$ cat config.mk
export PLATFORM = sky130hd
export DESIGN_NAME = synapse_spike_scheduler
export DESIGN_NICKNAME = d
export VERILOG_FILES = /design/src/rtl/synapse_spike_scheduler.sv
export SDC_FILE = /design/constraint.sdc
export NUM_CORES = 1
export LEC_CHECK = 0
export BUFFER_PORTS_ARGS = -buffer_cell sky130_fd_sc_hd__buf_2
export CAP_MARGIN = 10
export CORE_MARGIN = 5
export CORE_UTILIZATION = 35
export DETAILED_ROUTE_END_ITERATION = 12
export PLACE_DENSITY_LB_ADDON = 0.05
export SKIP_LAST_GASP = 1
export SYNTH_ARGS = -nofsm -noshare
export SYNTH_HDL_FRONTEND = slang
export SYNTH_SLANG_ARGS = --single-unit
$ cat constraint.sdc
create_clock -name clk -period 3.8 [get_ports clk]
set_input_delay 0.38 -clock clk [delete_from_list [all_inputs] [get_ports clk]]
set_output_delay 0.38 -clock clk [all_outputs]
set_load 0.02 [all_outputs]
$ cat src/rtl/synapse_spike_scheduler.sv
// Latches spikes per line and dispatches one weighted event per accepted cycle, round-robin, each time step.
// First event is presented the cycle after step_start; syn_ready=0 holds the presented event stable.
module synapse_spike_scheduler #(
    parameter int                 N_IN    = 8,
    parameter int                 IDX_W   = 3,
    parameter logic [N_IN*16-1:0] WEIGHTS = {N_IN{16'h051f}}
) (
    input  logic             clk,
    input  logic             rst,
    input  logic [N_IN-1:0]  spike_in,
    input  logic             step_start,
    input  logic             syn_ready,
    output logic             syn_valid,
    output logic [IDX_W-1:0] syn_idx,
    output logic [15:0]      syn_weight,
    output logic             step_busy,
    output logic             step_done,
    output logic             dropped,
    input  logic             clr_dropped
);

    typedef enum logic [1:0] {
        S_IDLE,
        S_DISPATCH,
        S_DONE
    } state_t;

    state_t            state_q, state_d;
    logic [N_IN-1:0]   pending_q, pending_d;
    logic [N_IN-1:0]   active_q, active_d;
    logic [IDX_W-1:0]  rr_ptr_q, rr_ptr_d;
    logic              dropped_q, dropped_d;

    logic [IDX_W-1:0]  pick_idx;
    logic [N_IN-1:0]   active_after;
    logic              snap;
    logic              xfer;

    // First set bit of act at or after ptr, wrapping from N_IN-1 back to 0.
    function automatic logic [IDX_W-1:0] rr_pick(input logic [N_IN-1:0] act,
                                                 input logic [IDX_W-1:0] ptr);
        logic [IDX_W-1:0] pick;
        logic             found;
        int               j;
        pick  = '0;
        found = 1'b0;
        for (int k = 0; k < N_IN; k++) begin
            j = int'(ptr) + k;
            if (j >= N_IN) begin
                j = j - N_IN;
            end
            if (!found && act[j]) begin
                found = 1'b1;
                pick  = IDX_W'(j);
            end
        end
        return pick;
    endfunction

    assign pick_idx     = rr_pick(active_q, rr_ptr_q);
    assign active_after = active_q & ~(N_IN'(1) << pick_idx);
    assign syn_valid    = (state_q == S_DISPATCH) && (active_q != '0);
    assign syn_idx      = syn_valid ? pick_idx : '0;
    assign syn_weight   = syn_valid ? WEIGHTS[16*pick_idx +: 16] : 16'h0000;
    assign step_busy    = (state_q != S_IDLE);
    assign step_done    = (state_q == S_DONE);
    assign dropped      = dropped_q;
    assign snap         = (state_q == S_IDLE) && step_start;
    assign xfer         = syn_valid && syn_ready;

    always_comb begin
        state_d   = state_q;
        active_d  = active_q;
        rr_ptr_d  = rr_ptr_q;
        pending_d = pending_q | spike_in;
        dropped_d = dropped_q;

        // Spikes arriving with the snapshot belong to this step, so they are never drops.
        if (snap) begin
            pending_d = '0;
        end
        if (!snap && ((pending_q & spike_in) != '0)) begin
            dropped_d = 1'b1;
        end else if (clr_dropped) begin
            dropped_d = 1'b0;
        end

        case (state_q)
            S_IDLE: begin
                if (step_start) begin
                    active_d = pending_q | spike_in;
                    state_d  = ((pending_q | spike_in) != '0) ? S_DISPATCH : S_DONE;
                end
            end
            S_DISPATCH: begin
                if (active_q == '0) begin
                    state_d = S_DONE;
                end else if (xfer) begin
                    active_d = active_after;
                    rr_ptr_d = (pick_idx == IDX_W'(N_IN - 1)) ? '0 : pick_idx + 1'b1;
                    if (active_after == '0) begin
                        state_d = S_DONE;
                    end
                end
            end
            S_DONE: begin
                state_d = S_IDLE;
            end
            default: begin
                state_d = S_IDLE;
            end
        endcase
    end

    always_ff @(posedge clk or posedge rst) begin
        if (rst) begin
            state_q   <= S_IDLE;
            pending_q <= '0;
            active_q  <= '0;
            rr_ptr_q  <= '0;
            dropped_q <= 1'b0;
        end else begin
            state_q   <= state_d;
            pending_q <= pending_d;
            active_q  <= active_d;
            rr_ptr_q  <= rr_ptr_d;
            dropped_q <= dropped_d;
        end
    end

endmodule

; After elaboration in Yosys (flattened, before gate mapping)
; Cells that the tools add are included.
[classes]
n_addsub = 16
n_mul = 0
div_mod_pow = 0
n_lt_le_gt_ge = 16
n_eq_ne = 8
n_shift = 2
muxes = 63
n_bitwise = 5
reduce_logical = 31
[op_table]
columns = operator, n
row1 = 32-bit by 5-bit less-than comparator with 1-bit output (second input constant), 8
row2 = 32-bit 2-to-1 mux, 8
row3 = 128-bit by 8-bit variable part select with 16-bit output (first input constant), 1
row4 = 4-bit by 4-bit subtractor with 5-bit output (second input constant), 7
row5 = 8-bit 2-to-1 mux, 4
row6 = 3-bit 2-to-1 mux, 10
row7 = 4-bit greater-or-equal comparator (second input constant), 7
row8 = 1-bit 2-to-1 mux, 25
row9 = 1-bit binary-select mux with 3-bit select, 8
row10 = 8-bit nonzero test, 3
row11 = 3-bit by 3-bit adder with 4-bit output (second input constant), 4
row12 = 8-bit bitwise AND, 2
row13 = 8-bit zero test, 2
row14 = 16-bit 2-to-1 mux, 1
row15 = 8-bit one-hot mux with 2 select lines, 1
row16 = 1-bit logical AND, 11
row17 = 2-bit 2-to-1 mux, 5
row18 = 3-bit by 2-bit adder with 4-bit output (second input constant), 2
row19 = 1-bit zero test, 8
row20 = 8-bit inverter, 1
row21 = 8-bit OR, 1
row22 = 1-bit by 3-bit left shift with 8-bit output (first input constant), 1
row23 = 2-bit != test (second input constant), 3
row24 = 3-bit AND reduction, 2
row25 = other kinds (14), 16
[word_totals]
ff_bits = 22
latchBits = 0
ram_bits = 0
mem_bits_ro = 0
output_inout_bits = 23
word_cells = 146
mem_count = 0

; Logic depth before layout (Yosys ltp)
[depth]
ltp_word = 35
depth_mapped = 19
depth_no_buf = 16

; Least setup slack after synthesis
; No wires, ideal clock.
[synth_path]
path_type = reg-to-reg
start = register rr_ptr_q[1]
end = register state_q[1]
setup_ps = 87
arrival_ps = 3750
required_ps = 3713
slack_ps = -36
stages_incl_launch_ff = 19
cell_sequence = dfrtp_1 clkbuf_1 inv_1 ha_1 buf_2 mux4_2 mux2i_1 a22o_2 a2bb2oi_1 o211a_1 a21oi_1 a31oi_1 inv_1 ha_1 ha_1 inv_1 a221oi_2 o211ai_2 a211oi_2
[synth_between]
elab_chain_cells = 33
word_cells_on_any_way = 90
[synth_lines]
columns = item, line_no
row1 = "start, declared", 31  ; logic [IDX_W-1:0] rr_ptr_q, rr_ptr_d;
row2 = "start signal, assigned", 126  ; rr_ptr_q <= rr_ptr_d;
row3 = branches (longest 26 deep; another with 4-bit by 4-bit subtractor with 5-bit output), n/a
row4 = 3-bit 2-to-1 mux (*), 52  ; if (!found && act[j]) begin
row5 = 1-bit by 3-bit left shift with 8-bit output (*), 61  ; assign active_after = active_q & ~(N_IN'(1) << pick_idx);
row6 = 8-bit inverter (*), 61
row7 = 8-bit bitwise AND (*), 61
row8 = 8-bit zero test (*), 101  ; if (active_after == '0) begin
row9 = 3-bit by 1-bit != test with 1-bit output (no line) (*), n/a
row10 = 3-bit AND reduction (no line) (*), n/a
row11 = "end signal, assigned", 123  ; state_q <= state_d;
row12 = "end, declared", 28  ; state_t state_q, state_d;
; Every way passes the cells marked *. The select of a mux whose other input is x is not followed.
; A chain may end at the register's enable or synchronous reset.

; Final worst setup path
[layout_path]
start = register rr_ptr_q[0]
end = register state_q[1]
; Same word-level chain as after synthesis.

==> run metrics <==
global-route wire length before repair 9450 um; Nets 292; Critical R2R Capture state_q[1]$_DFFE_PP0P_; Clk Latency, worst-skew pair 270 ps; initial antenna violation count 0; Post-Syn Area 2110 um^2; FILL cells 633; Hold WC Path Type input pin to async pin; cells after synthesis 249; ys async rst share 1.00; All-Layer GR Usage 0.155; effective utilization at floorplan 0.358; Max Clock Skew 7.13 ps; cell taking the most area after synthesis dfrtp_1; Setup Crit Path Kind flip-flop to flip-flop; DR vias 1,868; IO Pins 36; fmax 282 MHz; met3 wire len 221 um; Setup crit end state_q[1]$_DFFE_PP0P_; Worst-Margin Slew 898 ps; Max Cap Viol 0; metal2 WL 2760 um; Crit. Startpoint rr_ptr_q[0]$_DFFE_PP0P_; Met1 Wirelength 2730 um; largest net degree at the start of global routing 23; routed wire length 5740 um; DIE WIDTH 87.6 um; Slew HR 0.400; vias in the first global route 1,864; share of cells above drive strength 1 0.266; ys flop type dfrtp_1; fin crit share 0.933; Final Setup Violations 0; CTS tree done; synth top area cells dfrtp_1 26%, mux4_2 9.6%, buf_4 5.7%; post-synth cell types 52; sequential fraction of the synthesis area 0.261; top sig layer met4; fin area 2390 um^2; top-area cell type share of the netlist area 0.261; CP Capture Type flip-flop; R2R depth 15; synth-to-layout area growth 13.6%; port bufs 26; H-tree Lvls 1; post-synthesis register bit count 22; routed length per placed instance 16.6 um; YS warnings 0; post-layout minimum cycle time 3540 ps; Core Box Area 5890 um^2; drt drc 0; post-DP HPWL 4350 um; Slew Limit Fails 0; crit path max fanout 6; final antenna diode count 0; status finished, final reports clean; First DRT Iteration DRCs 101; crit path launch type flip-flop; worst reg2reg path startpoint rr_ptr_q[0]$_DFFE_PP0P_; clock sink count 22; Avg Cell Area, Syn 8.46 um^2; clock buffer depth 2; top post-synthesis cells by count 29 x nor2_1, 22 x dfrtp_1, 18 x o21ai_0, 17 x inv_1, 17 x nand2_1; Row Count 28; clk slew on worst S/H paths 90 ps; Data required, critical path 3990 ps; via-per-instance ratio 5.40; CTS buffer count 3; Antenna Violating Nets Remaining 0; GP Congestion 0.816; Die Span Y 87.6 um; WP data arrival 3740 ps; Post-synth EDFFs 0; r2r setup slk 260 ps; root buf cell clkbuf_8; full die area 7670 um^2; drt pass-1 iters 4; placed inst area 2260 um^2; Fin. Hold Viols 0; hold buffer count at cts 0; most frequent cell after synthesis nor2_1; grt total ovfl 0
sequential cells by signal, indices dropped and copies added, names as in the netlist:
signal,cells
active_q,8
pending_q,8
rr_ptr_q,3
state_q,2
dropped,1
per-layer routing:
| layer | global-route usage | vias up |
|---|---|---|
| li1 | - | 921 |
| met1 | 0.217 | 901 |
| met2 | 0.267 | 42 |
| met3 | 0.0141 | 4 |
| met4 | 0.0195 | 0 |
| met5 | 0 | - |
area by class of cell:
type,instances,area (um^2),share of cell area
Tap cell,75,93.8,0.0392
Sequential cell,22,551,0.230
Clock inverter,1,30.0,0.0125
Timing Repair Buffer,39,231,0.0967
Clock buffer,3,41.3,0.0173
Multi-Input combinational cell,188,1380,0.576
Inverter,18,67.6,0.0282
how the worst min path moves through the flow:
stage | from | to | slack (ps)
CTS | clr_dropped | dropped$_DFFE_PP0P_ | 300
detailed placement | state_q[1]$_DFFE_PP0P_ | state_q[1]$_DFFE_PP0P_ | 480
global route | clr_dropped | dropped$_DFFE_PP0P_ | 300
global placement | state_q[1]$_DFFE_PP0P_ | state_q[1]$_DFFE_PP0P_ | 480
finish | rst | active_q[4]$_DFFE_PP0P_ | 290
floorplan | rst | active_q[0]$_DFFE_PP0P_ | 370
what timing repair did:
item / CTS / global route
endpoints found under the setup margin: 0 / 5
resized for setup: 0 / 10
buffers inserted: 0 / 2
through the flow:
step	instances	setup TNS [ps]	hold WS [ps]	util	setup WS (ps)
floorplan	257	0	369	-	44.8
finish	346	0	291	0.407	255
global placement	340	0	483	0.384	134
global route	346	-5.68	299	0.407	-5.68
CTS	344	0	299	0.396	105
detailed placement	340	0	482	0.384	135
cell families (layout without fill, tap and decap cells):
kind of cell               after synthesis  in the layout  synth area share
AOI/OAI and AO/OA                       76             76             0.241
and+or+nand+nor                         71             71             0.162
buffers and inverters                   47             61             0.118
muxes                                   23             23             0.166
DFF                                     22             22             0.261
adders and majority gates                7              7            0.0416
xor gates and xnor gates                 2              2           0.00832
other                                    1              9           0.00178
worst max-delay path: stages (launching register included):
cell and delay, ps:
dfrtp_1 370, inv_1 80, ha_4 310, mux4_2 580, mux2i_2 200, o32a_1 200, nand2_1 60, a31oi_1 290
inv_1 120, a31oi_4 260, ha_1 250, inv_1 70, a21oi_1 150, o2111a_1 210, o211ai_2 100, a211oi_2 210
placed cells by master, fill, tap and decap left out, types with 3 or more instances in the layout:
cell	count
nor2_1	29
buf_2	26
dfrtp_1	22
o21ai_0	18
nand2_1	17
inv_1	16
a21oi_1	14
buf_4	12
mux4_2	9
conb_1	9
mux2i_1	6
mux2_2	6
o21ai_1	6
a22oi_1	5
a31oi_1	5
ha_1	5
nor2b_1	4
nand2b_1	4
nand3_1	3
o31ai_1	3
o22ai_1	3
and2_1	3
nand4_1	3
clkbuf_8	3
Power is left out: the tool's default activity adds up to more than one toggle a clock period on the data nets, which glitch-free logic cannot reach.
